### config.mk
export PLATFORM = sky130hd
export DESIGN_NAME = reorder_buffer
export DESIGN_NICKNAME = d
export VERILOG_FILES = /design/src/rtl/reorder_buffer.sv
export SDC_FILE = /design/constraint.sdc
export NUM_CORES = 1
export LEC_CHECK = 0
export CORE_AREA = 2 2 261 263
export DETAILED_ROUTE_END_ITERATION = 10
export DIE_AREA = 0 0 263 265
export HOLD_SLACK_MARGIN = 0.1
export SETUP_SLACK_MARGIN = 0.3
export SKIP_LAST_GASP = 1
export SYNTH_ARGS = -nofsm -noshare
export SYNTH_HDL_FRONTEND = slang
export SYNTH_SLANG_ARGS = --single-unit
### constraint.sdc
create_clock -name clk -period 6.7 [get_ports clk]
set_input_delay 1.34 -clock clk [delete_from_list [all_inputs] [get_ports clk]]
set_output_delay 1.34 -clock clk [all_outputs]
set_load 0.1 [all_outputs]
### src/rtl/reorder_buffer.sv
// reorder_buffer: two-wide in-order reorder buffer placed after rename.
// Accepts up to two renamed instructions per cycle, records completions
// from execution and retires up to two per cycle in program order. Each
// retirement hands the previous physical mapping back to the freelist.
module reorder_buffer #(
  parameter int ENTRY_NUM   = 16,
  parameter int ROB_SEL     = 4,
  parameter int PHY_REG_SEL = 6,
  parameter int REG_SEL     = 5
) (
  input  logic                   clk,
  input  logic                   reset,
  input  logic                   dp1_valid,
  input  logic                   dp2_valid,
  input  logic                   dp1_wr_reg,
  input  logic                   dp2_wr_reg,
  input  logic [REG_SEL-1:0]     dp1_dst,
  input  logic [REG_SEL-1:0]     dp2_dst,
  input  logic [PHY_REG_SEL-1:0] dp1_phy_dst,
  input  logic [PHY_REG_SEL-1:0] dp2_phy_dst,
  input  logic [PHY_REG_SEL-1:0] dp1_phy_ori_dst,
  input  logic [PHY_REG_SEL-1:0] dp2_phy_ori_dst,
  output logic                   dp_ready,
  output logic [ROB_SEL-1:0]     dp1_tag,
  output logic [ROB_SEL-1:0]     dp2_tag,
  input  logic                   cmp1_valid,
  input  logic                   cmp2_valid,
  input  logic [ROB_SEL-1:0]     cmp1_tag,
  input  logic [ROB_SEL-1:0]     cmp2_tag,
  output logic [1:0]             comnum,
  output logic [PHY_REG_SEL-1:0] released_tag1,
  output logic [PHY_REG_SEL-1:0] released_tag2,
  output logic                   released_tag1_val,
  output logic                   released_tag2_val,
  output logic [REG_SEL-1:0]     com1_dst,
  output logic [REG_SEL-1:0]     com2_dst,
  output logic [PHY_REG_SEL-1:0] com1_phy_dst,
  output logic [PHY_REG_SEL-1:0] com2_phy_dst,
  output logic                   empty
);

  localparam int CW = ROB_SEL + 1;

  // Pointer / occupancy state
  logic [ROB_SEL-1:0]   head_q, head_d;
  logic [ROB_SEL-1:0]   tail_q, tail_d;
  logic [CW-1:0]        count_q, count_d;

  // Per-entry status bits
  logic [ENTRY_NUM-1:0] valid_q, valid_d;
  logic [ENTRY_NUM-1:0] done_q, done_d;

  // Per-entry payload (only meaningful while valid)
  logic [ENTRY_NUM-1:0]   wr_reg_q;
  logic [REG_SEL-1:0]     dst_q     [ENTRY_NUM];
  logic [PHY_REG_SEL-1:0] phy_dst_q [ENTRY_NUM];
  logic [PHY_REG_SEL-1:0] phy_ori_q [ENTRY_NUM];

  logic                 dp1_acc_s;
  logic                 dp2_acc_s;
  logic [ROB_SEL-1:0]   head1_s;
  logic                 c0_s;
  logic                 c1_s;

  // Dispatch acceptance, entry tags and commit decision from registered state
  always_comb begin
    dp_ready  = (count_q <= CW'(ENTRY_NUM - 2));
    dp1_acc_s = dp_ready & dp1_valid;
    dp2_acc_s = dp_ready & dp2_valid;
    dp1_tag   = tail_q;
    dp2_tag   = tail_q + ROB_SEL'(dp1_valid);
    head1_s   = head_q + ROB_SEL'(1);
    c0_s      = valid_q[head_q] & done_q[head_q];
    c1_s      = c0_s & valid_q[head1_s] & done_q[head1_s];
    comnum    = 2'(c0_s) + 2'(c1_s);
    empty     = (count_q == CW'(0));
  end

  // Retirement outputs, zeroed for slots that are not committing
  always_comb begin
    released_tag1     = c0_s ? phy_ori_q[head_q]  : {PHY_REG_SEL{1'b0}};
    released_tag2     = c1_s ? phy_ori_q[head1_s] : {PHY_REG_SEL{1'b0}};
    released_tag1_val = c0_s & wr_reg_q[head_q];
    released_tag2_val = c1_s & wr_reg_q[head1_s];
    com1_dst          = c0_s ? dst_q[head_q]      : {REG_SEL{1'b0}};
    com2_dst          = c1_s ? dst_q[head1_s]     : {REG_SEL{1'b0}};
    com1_phy_dst      = c0_s ? phy_dst_q[head_q]  : {PHY_REG_SEL{1'b0}};
    com2_phy_dst      = c1_s ? phy_dst_q[head1_s] : {PHY_REG_SEL{1'b0}};
  end

  // Next-state of status bits and pointers: completion, commit, dispatch
  always_comb begin
    valid_d = valid_q;
    done_d  = done_q;
    // completions only land on live entries; equal tags simply OR together
    done_d[cmp1_tag] = done_d[cmp1_tag] | (cmp1_valid & valid_q[cmp1_tag]);
    done_d[cmp2_tag] = done_d[cmp2_tag] | (cmp2_valid & valid_q[cmp2_tag]);
    // committed entries are freed
    valid_d[head_q]  = valid_d[head_q]  & ~c0_s;
    done_d[head_q]   = done_d[head_q]   & ~c0_s;
    valid_d[head1_s] = valid_d[head1_s] & ~c1_s;
    done_d[head1_s]  = done_d[head1_s]  & ~c1_s;
    // dispatched entries start live and not done; they never overlap a
    // committing entry because dispatch is refused when the buffer is full
    valid_d[dp1_tag] = valid_d[dp1_tag] | dp1_acc_s;
    done_d[dp1_tag]  = done_d[dp1_tag]  & ~dp1_acc_s;
    valid_d[dp2_tag] = valid_d[dp2_tag] | dp2_acc_s;
    done_d[dp2_tag]  = done_d[dp2_tag]  & ~dp2_acc_s;

    head_d  = head_q + ROB_SEL'(comnum);
    tail_d  = tail_q + ROB_SEL'(dp1_acc_s) + ROB_SEL'(dp2_acc_s);
    count_d = count_q + CW'(dp1_acc_s) + CW'(dp2_acc_s) - CW'(comnum);
  end

  // Control state registers with synchronous reset
  always_ff @(posedge clk) begin
    if (reset) begin
      head_q  <= {ROB_SEL{1'b0}};
      tail_q  <= {ROB_SEL{1'b0}};
      count_q <= {CW{1'b0}};
      valid_q <= {ENTRY_NUM{1'b0}};
      done_q  <= {ENTRY_NUM{1'b0}};
    end else begin
      head_q  <= head_d;
      tail_q  <= tail_d;
      count_q <= count_d;
      valid_q <= valid_d;
      done_q  <= done_d;
    end
  end

  // Payload capture on accepted dispatch; contents are ignored while invalid
  always_ff @(posedge clk) begin
    if (dp1_acc_s) begin
      wr_reg_q[dp1_tag]  <= dp1_wr_reg;
      dst_q[dp1_tag]     <= dp1_dst;
      phy_dst_q[dp1_tag] <= dp1_phy_dst;
      phy_ori_q[dp1_tag] <= dp1_phy_ori_dst;
    end
    if (dp2_acc_s) begin
      wr_reg_q[dp2_tag]  <= dp2_wr_reg;
      dst_q[dp2_tag]     <= dp2_dst;
      phy_dst_q[dp2_tag] <= dp2_phy_dst;
      phy_ori_q[dp2_tag] <= dp2_phy_ori_dst;
    end
  end

endmodule
==> metrics.log <==
[metrics] Clock Path Buffers: 3
[metrics] dominant register cell in the synthesized netlist: sky130_fd_sc_hd__edfxtp_1
[metrics] final RePlAce weighted congestion: about 0.98
[metrics] CP required: 7.10 ns
[metrics] worst supply voltage drop on vdd: 0.2086 mV
[metrics] placed wire-length estimate after detailed placement: 56.55 mm
[metrics] TritonCTS clock tree: done
[metrics] cell type of the slowest stage on the worst timing path: sky130_fd_sc_hd__clkdlybuf4s50_1
[metrics] smallest setup slack after layout: 0.5738 ns
[metrics] outcome: finished clean
[metrics] starting density of the core: 0.3481
[metrics] max-capacitance violation count: 0
[metrics] pin count of the biggest net entering global routing: 95
[metrics] number of endpoints failing setup at the final stage: 0
[metrics] Via Count: 17890
[metrics] class of the tightest hold or removal check: reg -> reg
[metrics] detailed-route wire length: 84.00 mm
[metrics] area growth from synthesis to layout: 14.03%
[metrics] clock-pin slew reported for the worst setup and hold paths after clock tree synthesis: 0.06 ns
[metrics] top-count cell post-synth: sky130_fd_sc_hd__mux2_2
[metrics] power per cell area: 261.5 nW/um2
[metrics] Crit Path Class: in -> reg
[metrics] Core Rows: 95
[metrics] via count of the first global-routing pass: between 15000 and 20000
[metrics] detailed-route DRC error count: 0
[metrics] Critical Path Max Stage Delay: 0.72 ns
[metrics] yosys synthesis warning count: 0
[metrics] number of cells produced by synthesis: 1899
[metrics] nature of the critical path endpoint: flip-flop
[metrics] total nets after synthesis: 1972
[metrics] number of buffers added on ports: 97
[metrics] all-layer global routing usage: 0.2357
[metrics] Avg Vias per Cell: 6.287
[metrics] Worst Hold Margin: approximately 0.57 ns
[metrics] top cells by instance count after synthesis: 285 x sky130_fd_sc_hd__mux2_2, 272 x sky130_fd_sc_hd__edfxtp_1, 200 x sky130_fd_sc_hd__mux4_2
[metrics] average routed wire per standard cell: 29.51 um
[metrics] list of cells traversed by the critical path: clkdlybuf4s50_1, mux2_2, mux4_2, o21a_1, o21a_1, a211oi_2, o211ai_2, a311oi_1, buf_4, nor2_1, a311oi_1, nor3_4, nand3_1, o211ai_1, a211oi_1, o21ai_0
[metrics] netlist area before placement: 23250 um2
[metrics] number of sinks handled by clock tree synthesis: 333
[metrics] width of the chip: roughly 260 um
[metrics] TritonCTS Buffers: 38
[metrics] critical path startpoint category: input pin
[metrics] placement-stage worst setup slack: -0.05108 ns
[metrics] Worst Tran Pin Value: 1.150 ns
[metrics] post-synth cell types: 84
[metrics] violation count after the first detailed-routing iteration: 2190
[metrics] largest fanout on the critical path: 8
[metrics] first-pass detailed-route iteration total: 6
[metrics] proportion of layout cells with a drive suffix above 1: 0.3729
[metrics] Setup Skew: ~0.022 ns
[metrics] sequential area share after synthesis: 0.4038
[metrics] library cell with the largest summed area after synthesis: sky130_fd_sc_hd__edfxtp_1
[metrics] number of top-level design ports: between 90 and 100
[metrics] proportion of synthesized flip-flops having asynchronous set or reset: 0
[metrics] y dimension of the die: 265 um
[metrics] ratio of final minimum period to clock period: 0.9144
[metrics] Top Family by Delay on Critical Path: compound AO/OA/AOI/OAI gates
[metrics] initial antenna violation count: 6
[metrics] leakage dissipation: 8.754 nW
[metrics] headroom to the max-slew limit: 0.2312
[metrics] Hold Vio Cnt, Final: 0
[metrics] number of nets in the final layout: 2015
[metrics] Critical path buffers and inverters: 2
[metrics] unrepaired setup endpoints after global routing: false
[metrics] GRT Residual Overflow: 0
[metrics] core footprint: 66800 um2
[metrics] max frequency: 163.2 MHz
[metrics] first-pass GRT wire length: 121.6 mm
[metrics] final antenna-violating net count: 0
[metrics] arrival time of the worst setup path: 6.52 ns
[metrics] root cell of the clock tree: sky130_fd_sc_hd__clkbuf_16
[metrics] number of enable flip-flop cells after synthesis: between 200 and 300
[metrics] die area: 69700 um2
[metrics] clock latency reported for the late side of the worst-skew pair: 0.54 ns
[metrics] number of buffers inserted by hold repair at cts: 0
[metrics] final-report max-slew violation count: 0
[metrics] synth top area cells: sky130_fd_sc_hd__edfxtp_1 35%, sky130_fd_sc_hd__mux4_2 19%, sky130_fd_sc_hd__mux2_2 14%
[metrics] mean post-synth cell area: 12.24 um2
[metrics] share of Yosys cell area claimed by the top area cell type: 0.3513
[metrics] number of levels in the clock H-tree: 2
[metrics] Final Critical Period: 6.126 ns
[metrics] register bit total from synthesis: 333
cells by family after synthesis:
family          Yosys count  synth area share
buf+inv                 214           0.03664
simple gates            496            0.1029
mux                     545            0.3576
compound gates          273           0.07980
flops                   333            0.4038
xor+xnor                 15          0.005650
fa+ha+maj                23           0.01367
repair_timing:
| action | in CTS | in global routing |
|---|---|---|
| resized for setup | 0 | 5 |
| setup buffers | 0 | 1 |
| setup endpoints to repair | 0 | 14 |
tightest hold or removal path: cells and delay by family, from the launching register on:
family / cells / cell delay, ns
compound gates: 1 / 0.08
flops: 1 / 0.32
mux: 1 / 0.12
state kept, by name (all words and copies together) (netlist names):
name / count
phy_ori_q: 96
done_q: 16
phy_dst_q: 96
wr_reg_q: 16
count_q: 5
dp1_tag: 4
head_q: 4
dst_q: 80
valid_q: 16
metal layers:
metal / vias up / track usage / share of wire
li1: 7558 / - / -
met1: 9039 / 0.3067 / 0.39
met2: 1050 / 0.3854 / 0.47
met3: 239 / 0.03911 / 0.086
met4: 6 / 0.1097 / 0.049
met5: - / 0 / 0.00048
area by class of cell:
class | instances | area [um2]
clock inverters | 15 | 91.34
repair buffers | 187 | 1567
flip-flops and latches | 333 | 9399
diodes | 2 | 5.005
inverters | 30 | 112.6
multi-input cells | 1352 | 13200
fillers | 6388 | 40290
well taps | 873 | 1092
clock buffers | 54 | 1052
cell usage in the layout (no fill, tap or decap), types with 10 or more instances in the layout:
master	count
sky130_fd_sc_hd__nor3_1	29
sky130_fd_sc_hd__mux2i_1	60
sky130_fd_sc_hd__a211oi_1	15
sky130_fd_sc_hd__a21oi_1	68
sky130_fd_sc_hd__nand3_1	44
sky130_fd_sc_hd__clkinv_1	12
sky130_fd_sc_hd__a31oi_1	20
sky130_fd_sc_hd__nand4_1	10
sky130_fd_sc_hd__clkdlybuf4s50_1	56
sky130_fd_sc_hd__nor2b_2	13
sky130_fd_sc_hd__nor2_1	96
sky130_fd_sc_hd__o211ai_1	13
sky130_fd_sc_hd__ha_1	18
sky130_fd_sc_hd__buf_4	128
sky130_fd_sc_hd__nor3_2	10
sky130_fd_sc_hd__mux4_2	200
sky130_fd_sc_hd__nand2b_1	15
sky130_fd_sc_hd__mux2_2	285
sky130_fd_sc_hd__o21ai_0	49
sky130_fd_sc_hd__clkbuf_1	13
sky130_fd_sc_hd__nand2_1	164
sky130_fd_sc_hd__o31ai_1	20
sky130_fd_sc_hd__dfxtp_1	57
sky130_fd_sc_hd__and3_1	34
sky130_fd_sc_hd__edfxtp_1	272
sky130_fd_sc_hd__nor2b_1	23
sky130_fd_sc_hd__clkbuf_16	39
sky130_fd_sc_hd__inv_1	27
report_power, final:
part	switching, mW	leakage, nW	internal [mW]
registers	0.192	2.96	2.53
clock network	0.855	0.556	1.13
logic	1.36	5.23	0.873
metrics by stage:
stage                 util  setup TNS, ns  std cells  total power, mW  instance area (um2)
floorplan                -              0       1899            4.157                23280
global placement    0.3793              0       2774            4.902                25340
detailed placement  0.3793       -0.09703       2774            4.944                25340
CTS                 0.3964              0       2843            6.918                26480
global route        0.3969              0       2846            7.169                26510
finish              0.3969              0       2846            6.934                26510
final timing paths:
kind / slack (ns) / from / endpoint / depth (start not counted)
worst max-delay path: 0.57 / cmp2_tag[1] / done_q[12] / 16
worst min-delay path: 0.57 / wr_reg_q[10] / wr_reg_q[10] / 2
worst max register to register: 0.78 / head_q[1] / done_q[8] / 16
worst min register to register: 0.57 / wr_reg_q[10] / wr_reg_q[10] / 2
Note: power is estimated with default switching activity, not from simulation.
